File: src/rtl/rou_initiator.sv
// rou bus client endpoint: turns local read/write requests into rou request
// messages, tracks outstanding tags, and retires rou responses back by tag.
module rou_initiator #(
    parameter int DWID   = 128,
    parameter int AWID   = 32,
    parameter int TWID   = 5,
    parameter int BWID   = (DWID == 512) ? 6 : (DWID == 256) ? 5 :
                           (DWID == 128) ? 4 : (DWID == 64) ? 3 : 2,
    parameter int WID    = 2 + DWID + AWID + BWID + TWID,
    parameter int MAXOUT = 8,
    localparam int CW    = $clog2(MAXOUT) + 1
) (
    input  logic            clk,
    input  logic            rst_n,
    input  logic            req_valid,
    output logic            req_ready,
    input  logic            req_write,
    input  logic [AWID-1:0] req_addr,
    input  logic [DWID-1:0] req_data,
    input  logic [BWID-1:0] req_bytes,
    output logic [TWID-1:0] req_tag,
    output logic [WID-1:0]  rou_out,
    output logic            rou_out_seen,
    input  logic [2:0]      ack_out,
    input  logic [WID-1:0]  rou_in,
    input  logic            rou_in_seen,
    output logic [2:0]      ack_in,
    output logic            resp_valid,
    input  logic            resp_ready,
    output logic [TWID-1:0] resp_tag,
    output logic            resp_write,
    output logic [DWID-1:0] resp_data,
    output logic [CW-1:0]   outstanding,
    output logic            err_unexpected
);

    localparam int TAG_LO = 2;
    localparam int BYT_LO = TAG_LO + TWID;
    localparam int ADR_LO = BYT_LO + BWID;
    localparam int DAT_LO = ADR_LO + AWID;

    function automatic logic [CW-1:0] popcount(input logic [MAXOUT-1:0] v);
        logic [CW-1:0] cnt;
        cnt = {CW{1'b0}};
        for (int i = 0; i < MAXOUT; i++) begin
            cnt = cnt + CW'(v[i]);
        end
        return cnt;
    endfunction

    logic              tx_valid_r;
    logic [WID-1:0]    tx_msg_r;
    logic [MAXOUT-1:0] busy_r;
    logic [MAXOUT-1:0] type_r;
    logic              rx_valid_r;
    logic [TWID-1:0]   rx_tag_r;
    logic              rx_write_r;
    logic [DWID-1:0]   rx_data_r;
    logic              err_r;

    logic              free_found_s;
    logic [TWID-1:0]   free_tag_s;
    logic              accept_s;
    logic [1:0]        in_kind_s;
    logic [TWID-1:0]   in_tag_s;
    logic              take_s;
    logic              hit_s;
    logic              hit_write_s;
    logic              retire_s;
    logic              bogus_s;
    logic [MAXOUT-1:0] set_mask_s;
    logic [MAXOUT-1:0] clr_mask_s;

    // Lowest free tag from the start-of-cycle bitmap (downward scan leaves the lowest).
    always_comb begin
        free_found_s = 1'b0;
        free_tag_s   = {TWID{1'b0}};
        for (int i = MAXOUT - 1; i >= 0; i--) begin
            if (!busy_r[i]) begin
                free_found_s = 1'b1;
                free_tag_s   = TWID'(i);
            end else begin
                free_found_s = free_found_s;
            end
        end
    end

    // Request handshake and incoming message classification.
    always_comb begin
        req_ready   = (!tx_valid_r || ack_out[0]) && free_found_s;
        accept_s    = req_valid && req_ready;
        in_kind_s   = rou_in[1:0];
        in_tag_s    = rou_in[TAG_LO +: TWID];
        take_s      = (in_kind_s != 2'd0) && (!rx_valid_r || resp_ready);
        hit_s       = 1'b0;
        hit_write_s = 1'b0;
        for (int i = 0; i < MAXOUT; i++) begin
            if (in_tag_s == TWID'(i)) begin
                hit_s       = busy_r[i];
                hit_write_s = type_r[i];
            end else begin
                hit_s = hit_s;
            end
        end
        retire_s = take_s && (in_kind_s == 2'd3) && hit_s;
        bogus_s  = take_s && !retire_s;
    end

    // One-hot masks for tag allocation and retirement.
    always_comb begin
        set_mask_s = {MAXOUT{1'b0}};
        clr_mask_s = {MAXOUT{1'b0}};
        for (int i = 0; i < MAXOUT; i++) begin
            set_mask_s[i] = accept_s && (free_tag_s == TWID'(i));
            clr_mask_s[i] = retire_s && (in_tag_s == TWID'(i));
        end
    end

    // TX register: load on accept, clear after transfer, otherwise hold.
    always_ff @(posedge clk or negedge rst_n) begin
        if (!rst_n) begin
            tx_valid_r <= 1'b0;
            tx_msg_r   <= {WID{1'b0}};
        end else if (accept_s) begin
            tx_valid_r <= 1'b1;
            tx_msg_r   <= {(req_write ? req_data : {DWID{1'b0}}), req_addr, req_bytes,
                           free_tag_s, (req_write ? 2'd1 : 2'd2)};
        end else if (tx_valid_r && ack_out[0]) begin
            tx_valid_r <= 1'b0;
            tx_msg_r   <= {WID{1'b0}};
        end else begin
            tx_valid_r <= tx_valid_r;
            tx_msg_r   <= tx_msg_r;
        end
    end

    // Tag pool and per-tag request type.
    always_ff @(posedge clk or negedge rst_n) begin
        if (!rst_n) begin
            busy_r <= {MAXOUT{1'b0}};
            type_r <= {MAXOUT{1'b0}};
        end else begin
            busy_r <= (busy_r & ~clr_mask_s) | set_mask_s;
            type_r <= (type_r & ~set_mask_s) | (req_write ? set_mask_s : {MAXOUT{1'b0}});
        end
    end

    // RX register and sticky error flag; dropped messages leave RX untouched.
    always_ff @(posedge clk or negedge rst_n) begin
        if (!rst_n) begin
            rx_valid_r <= 1'b0;
            rx_tag_r   <= {TWID{1'b0}};
            rx_write_r <= 1'b0;
            rx_data_r  <= {DWID{1'b0}};
            err_r      <= 1'b0;
        end else begin
            if (retire_s) begin
                rx_valid_r <= 1'b1;
                rx_tag_r   <= in_tag_s;
                rx_write_r <= hit_write_s;
                rx_data_r  <= hit_write_s ? {DWID{1'b0}} : rou_in[DAT_LO +: DWID];
            end else if (resp_ready) begin
                rx_valid_r <= 1'b0;
            end else begin
                rx_valid_r <= rx_valid_r;
            end
            if (bogus_s) begin
                err_r <= 1'b1;
            end else begin
                err_r <= err_r;
            end
        end
    end

    assign req_tag        = free_tag_s;
    assign rou_out        = tx_msg_r;
    assign rou_out_seen   = 1'b0;
    assign ack_in         = {2'b00, take_s};
    assign resp_valid     = rx_valid_r;
    assign resp_tag       = rx_tag_r;
    assign resp_write     = rx_write_r;
    assign resp_data      = rx_data_r;
    assign outstanding    = popcount(busy_r);
    assign err_unexpected = err_r;

endmodule

File: config.mk
export PLATFORM = sky130hd
export DESIGN_NAME = rou_initiator
export DESIGN_NICKNAME = d
export VERILOG_FILES = /design/src/rtl/rou_initiator.sv
export SDC_FILE = /design/constraint.sdc
export NUM_CORES = 1
export LEC_CHECK = 0
export ABC_AREA = 1
export BUFFER_PORTS_ARGS = -buffer_cell sky130_fd_sc_hd__buf_4
export CORE_AREA = 10 10 254 256
export CTS_CLUSTER_SIZE = 28
export DETAILED_ROUTE_END_ITERATION = 16
export DIE_AREA = 0 0 264 266
export PLACE_DENSITY = 0.54
export SYNTH_ARGS = -nofsm -noshare
export SYNTH_HDL_FRONTEND = slang
export SYNTH_SLANG_ARGS = --single-unit
export TNS_END_PERCENT = 50
File: constraint.sdc
create_clock -name clk -period 9.9 [get_ports clk]
set_input_delay 1.485 -clock clk [delete_from_list [all_inputs] [get_ports clk]]
set_output_delay 1.485 -clock clk [all_outputs]
set_load 0.05 [all_outputs]
==> impl_metrics.json <==
{
  "drc": 0,
  "timing.final.ws_setup_ps": 4800,
  "drt_pass1_iterations": 5,
  "design_area_mm2": 0.0201,
  "drtIter0Drc": 878,
  "cts.path.max_buffers": 3,
  "grt_pass1_vias": 12700,
  "worstMarginPinSlew_ps": 1140,
  "path_cells": "fa_1 > inv_1 > fa_1 > fa_1 > inv_1 > ha_1 > inv_1 > fa_1 > xnor2_1 > buf_4",
  "fin_crit_ps": 5100,
  "yosys_warnings": 0,
  "synth.distinct_cells": 31,
  "cts_made_buffers": 40,
  "final_nets": 2347,
  "tns_ps": 0,
  "yosysTopAreaCell": "dfrtp_1",
  "path_class": "reg -> out",
  "port_buffers": 618,
  "r2r_slack_ps": 6600,
  "final_core_util_pct": 33.6,
  "crit_top_cell": "fa_1",
  "critPathBufInv": 4,
  "crit_path_start": "busy_r[0]",
  "holdBufCountCts": 0,
  "ctsResizeCount": 0,
  "grt_usage_pct": 14.6,
  "grt_first_pass_wirelength_mm": 80.5,
  "antenna_found_initial": 3,
  "cts_tree": "yes",
  "cpPeakStageDelay_ps": 570,
  "slew_viol_final": 0,
  "grt_overflow": 0,
  "antenna_left": 0,
  "syn2layout_area_growth_pct": 47.3,
  "dp_hpwl_mm": 40.3,
  "design.die.area_mm2": 0.0702,
  "peakVddDrop_mv": 0.383,
  "cts_setup_buffers": 0,
  "cts-root-buf": "clkbuf_16",
  "initial_utilization_pct": 22.8,
  "synth_top_area_share_pct": 59.2,
  "cp-end-kind": "output pin",
  "worstPathArrival_ps": 3620,
  "place_area_mm2": 0.0188,
  "synth.avg_cell_area_um2": 9.58,
  "holdWs_ps": 465,
  "start_kind": "register",
  "clkTransAtPathRegs_ps": 60,
  "cp_top_family": "adder cells",
  "htreeDepth": 2,
  "rsz0062_at_grt": "false",
  "final_common_cell": "buf_4",
  "fin_crit_sh_pct": 51.5,
  "maxCapViolations": 0,
  "cp.depth": 10,
  "hp-class": "reg -> reg",
  "yosysSeqAreaShare_pct": 59.2,
  "ys_ff_latch": 322,
  "syn-cell-area_mm2": 0.0136,
  "drt-wirelength-per-cell_um": 19.4,
  "wirelength_mm": 54.4,
  "die_x_um": 264,
  "die_h_um": 266,
  "worstSetupEndpoint": "outstanding[2]",
  "hold_viol_final": 0,
  "critical_path.max_fanout": 5,
  "nFillCells": 6213,
  "clock_sinks": 322,
  "r2r_end": "rou_out[83]",
  "p_leak_nw": 10.9,
  "insertion_delay_ps": 540,
  "syn_inst": 1421,
  "antenna_cells": 0,
  "grt_max_degree": 147,
  "vias": 12300,
  "max_clock_freq_ghz": 0.196,
  "setup_violations": 0,
  "row_count": 90,
  "io_pins": 665,
  "run_status": "complete, no violations",
  "layout-drive-gt1-share_pct": 34.9,
  "gp_congestion": 0.811,
  "synth_area_leaders": "dfrtp_1, nand2_1, a32o_1",
  "maxSlewHeadroom_pct": 24.3,
  "power.density_mw_per_mm2": 395,
  "finalClockSkew_ps": 10.7,
  "core_mm2": 0.0597,
  "cpMaxStageDelayCell": "fa_1",
  "r2r_cells": 10,
  "vias_per_cell": 4.38,
  "regToRegStartpoint": "busy_r[5]",
  "cp.required_ps": 8420,
  "final_cell_mix": "buf_4, nand2_1, dfrtp_1, inv_1, nor2_1",
  "dp_worst_setup_slack_ps": 5260
}
flip-flops by register name, indices dropped and copies added (netlist names), named ones only:
name	flops
busy_r	8
resp_valid	1
rou_out	169
resp_data	128
resp_write	1
resp_tag	5
tx_valid_r	1
err_unexpected	1
how the worst min path moves through the flow:
stage,cells past startpoint,endpoint,from
4_1_cts,2,err_unexpected,err_unexpected
2_1_floorplan,2,register,register
3_5_place_dp,2,err_unexpected,err_unexpected
5_1_grt,2,resp_data[109],resp_data[109]
3_3_place_gp,2,err_unexpected,err_unexpected
6_report,2,err_unexpected,err_unexpected
cell usage after synthesis:
master	count
nand2_1	458
dfrtp_1	322
inv_1	151
nor2_1	146
a32o_1	128
buf_2	49
a22o_1	36
buf_4	29
clkbuf_1	16
nand3_1	13
o21ai_0	13
inv_2	12
buf_6	6
nand4_1	6
fa_1	4
nor2_2	4
nor2_4	4
a21oi_1	3
ha_1	3
nor3_1	3
o21ai_1	3
nand2_2	2
nor3b_1	2
a22oi_1	1
a31oi_1	1
clkinv_1	1
conb_1	1
nand2_4	1
nand3_4	1
nor4_1	1
xnor2_1	1
worst register-to-register path, stage by stage (launching register included):
cell     delay [ps]
dfrtp_1         430
inv_2            80
nor3_1          270
nand2_1         140
nand2_1          90
inv_2            40
nand2_2         140
nand2_1         120
inv_4           750
buf_4           920
a32o_1          270
power by group:
group          total, W  switching, W  internal (W)
clock network   0.00145      0.000562      0.000886
registers       0.00215      0.000315       0.00183
logic           0.00432       0.00311       0.00121
kinds of logic after synthesis:
kind of cell	share of synthesized area (%)
XOR/XNOR	0.0643
other	0.0275
flip-flops	59.2
buffers and inverters	8.86
adder cells (fa/ha/maj)	0.864
AND/OR/NAND/NOR	18.5
AO/OA/AOI/OAI	12.5
stage by stage:
| step | power [W] | cells |
|---|---|---|
| floorplan | 0.00504 | 1427 |
| global placement | 0.00651 | 2736 |
| detailed placement | 0.00655 | 2736 |
| CTS | 0.00805 | 2805 |
| global route | 0.00832 | 2805 |
| finish | 0.00792 | 2805 |
routing by layer:
metal	track usage (%)	vias to the layer above	share of wire [%]
li1	-	5724	-
met4	4.82	4	3.1
met5	0	-	0.050
met1	17.0	5976	39
met3	7.03	60	11
met2	23.3	512	46
cell type report:
cell class | count | area, um2 | area share (%)
Clock buffer | 65 | 1220 | 6.07
Tap cell | 782 | 978 | 4.88
Timing Repair Buffer | 627 | 4730 | 23.6
Clock inverter | 4 | 76.3 | 0.381
Inverter | 164 | 621 | 3.09
Multi-Input combinational cell | 841 | 4380 | 21.8
Sequential cell | 322 | 8060 | 40.2
Power figures use the tool's default switching activity.
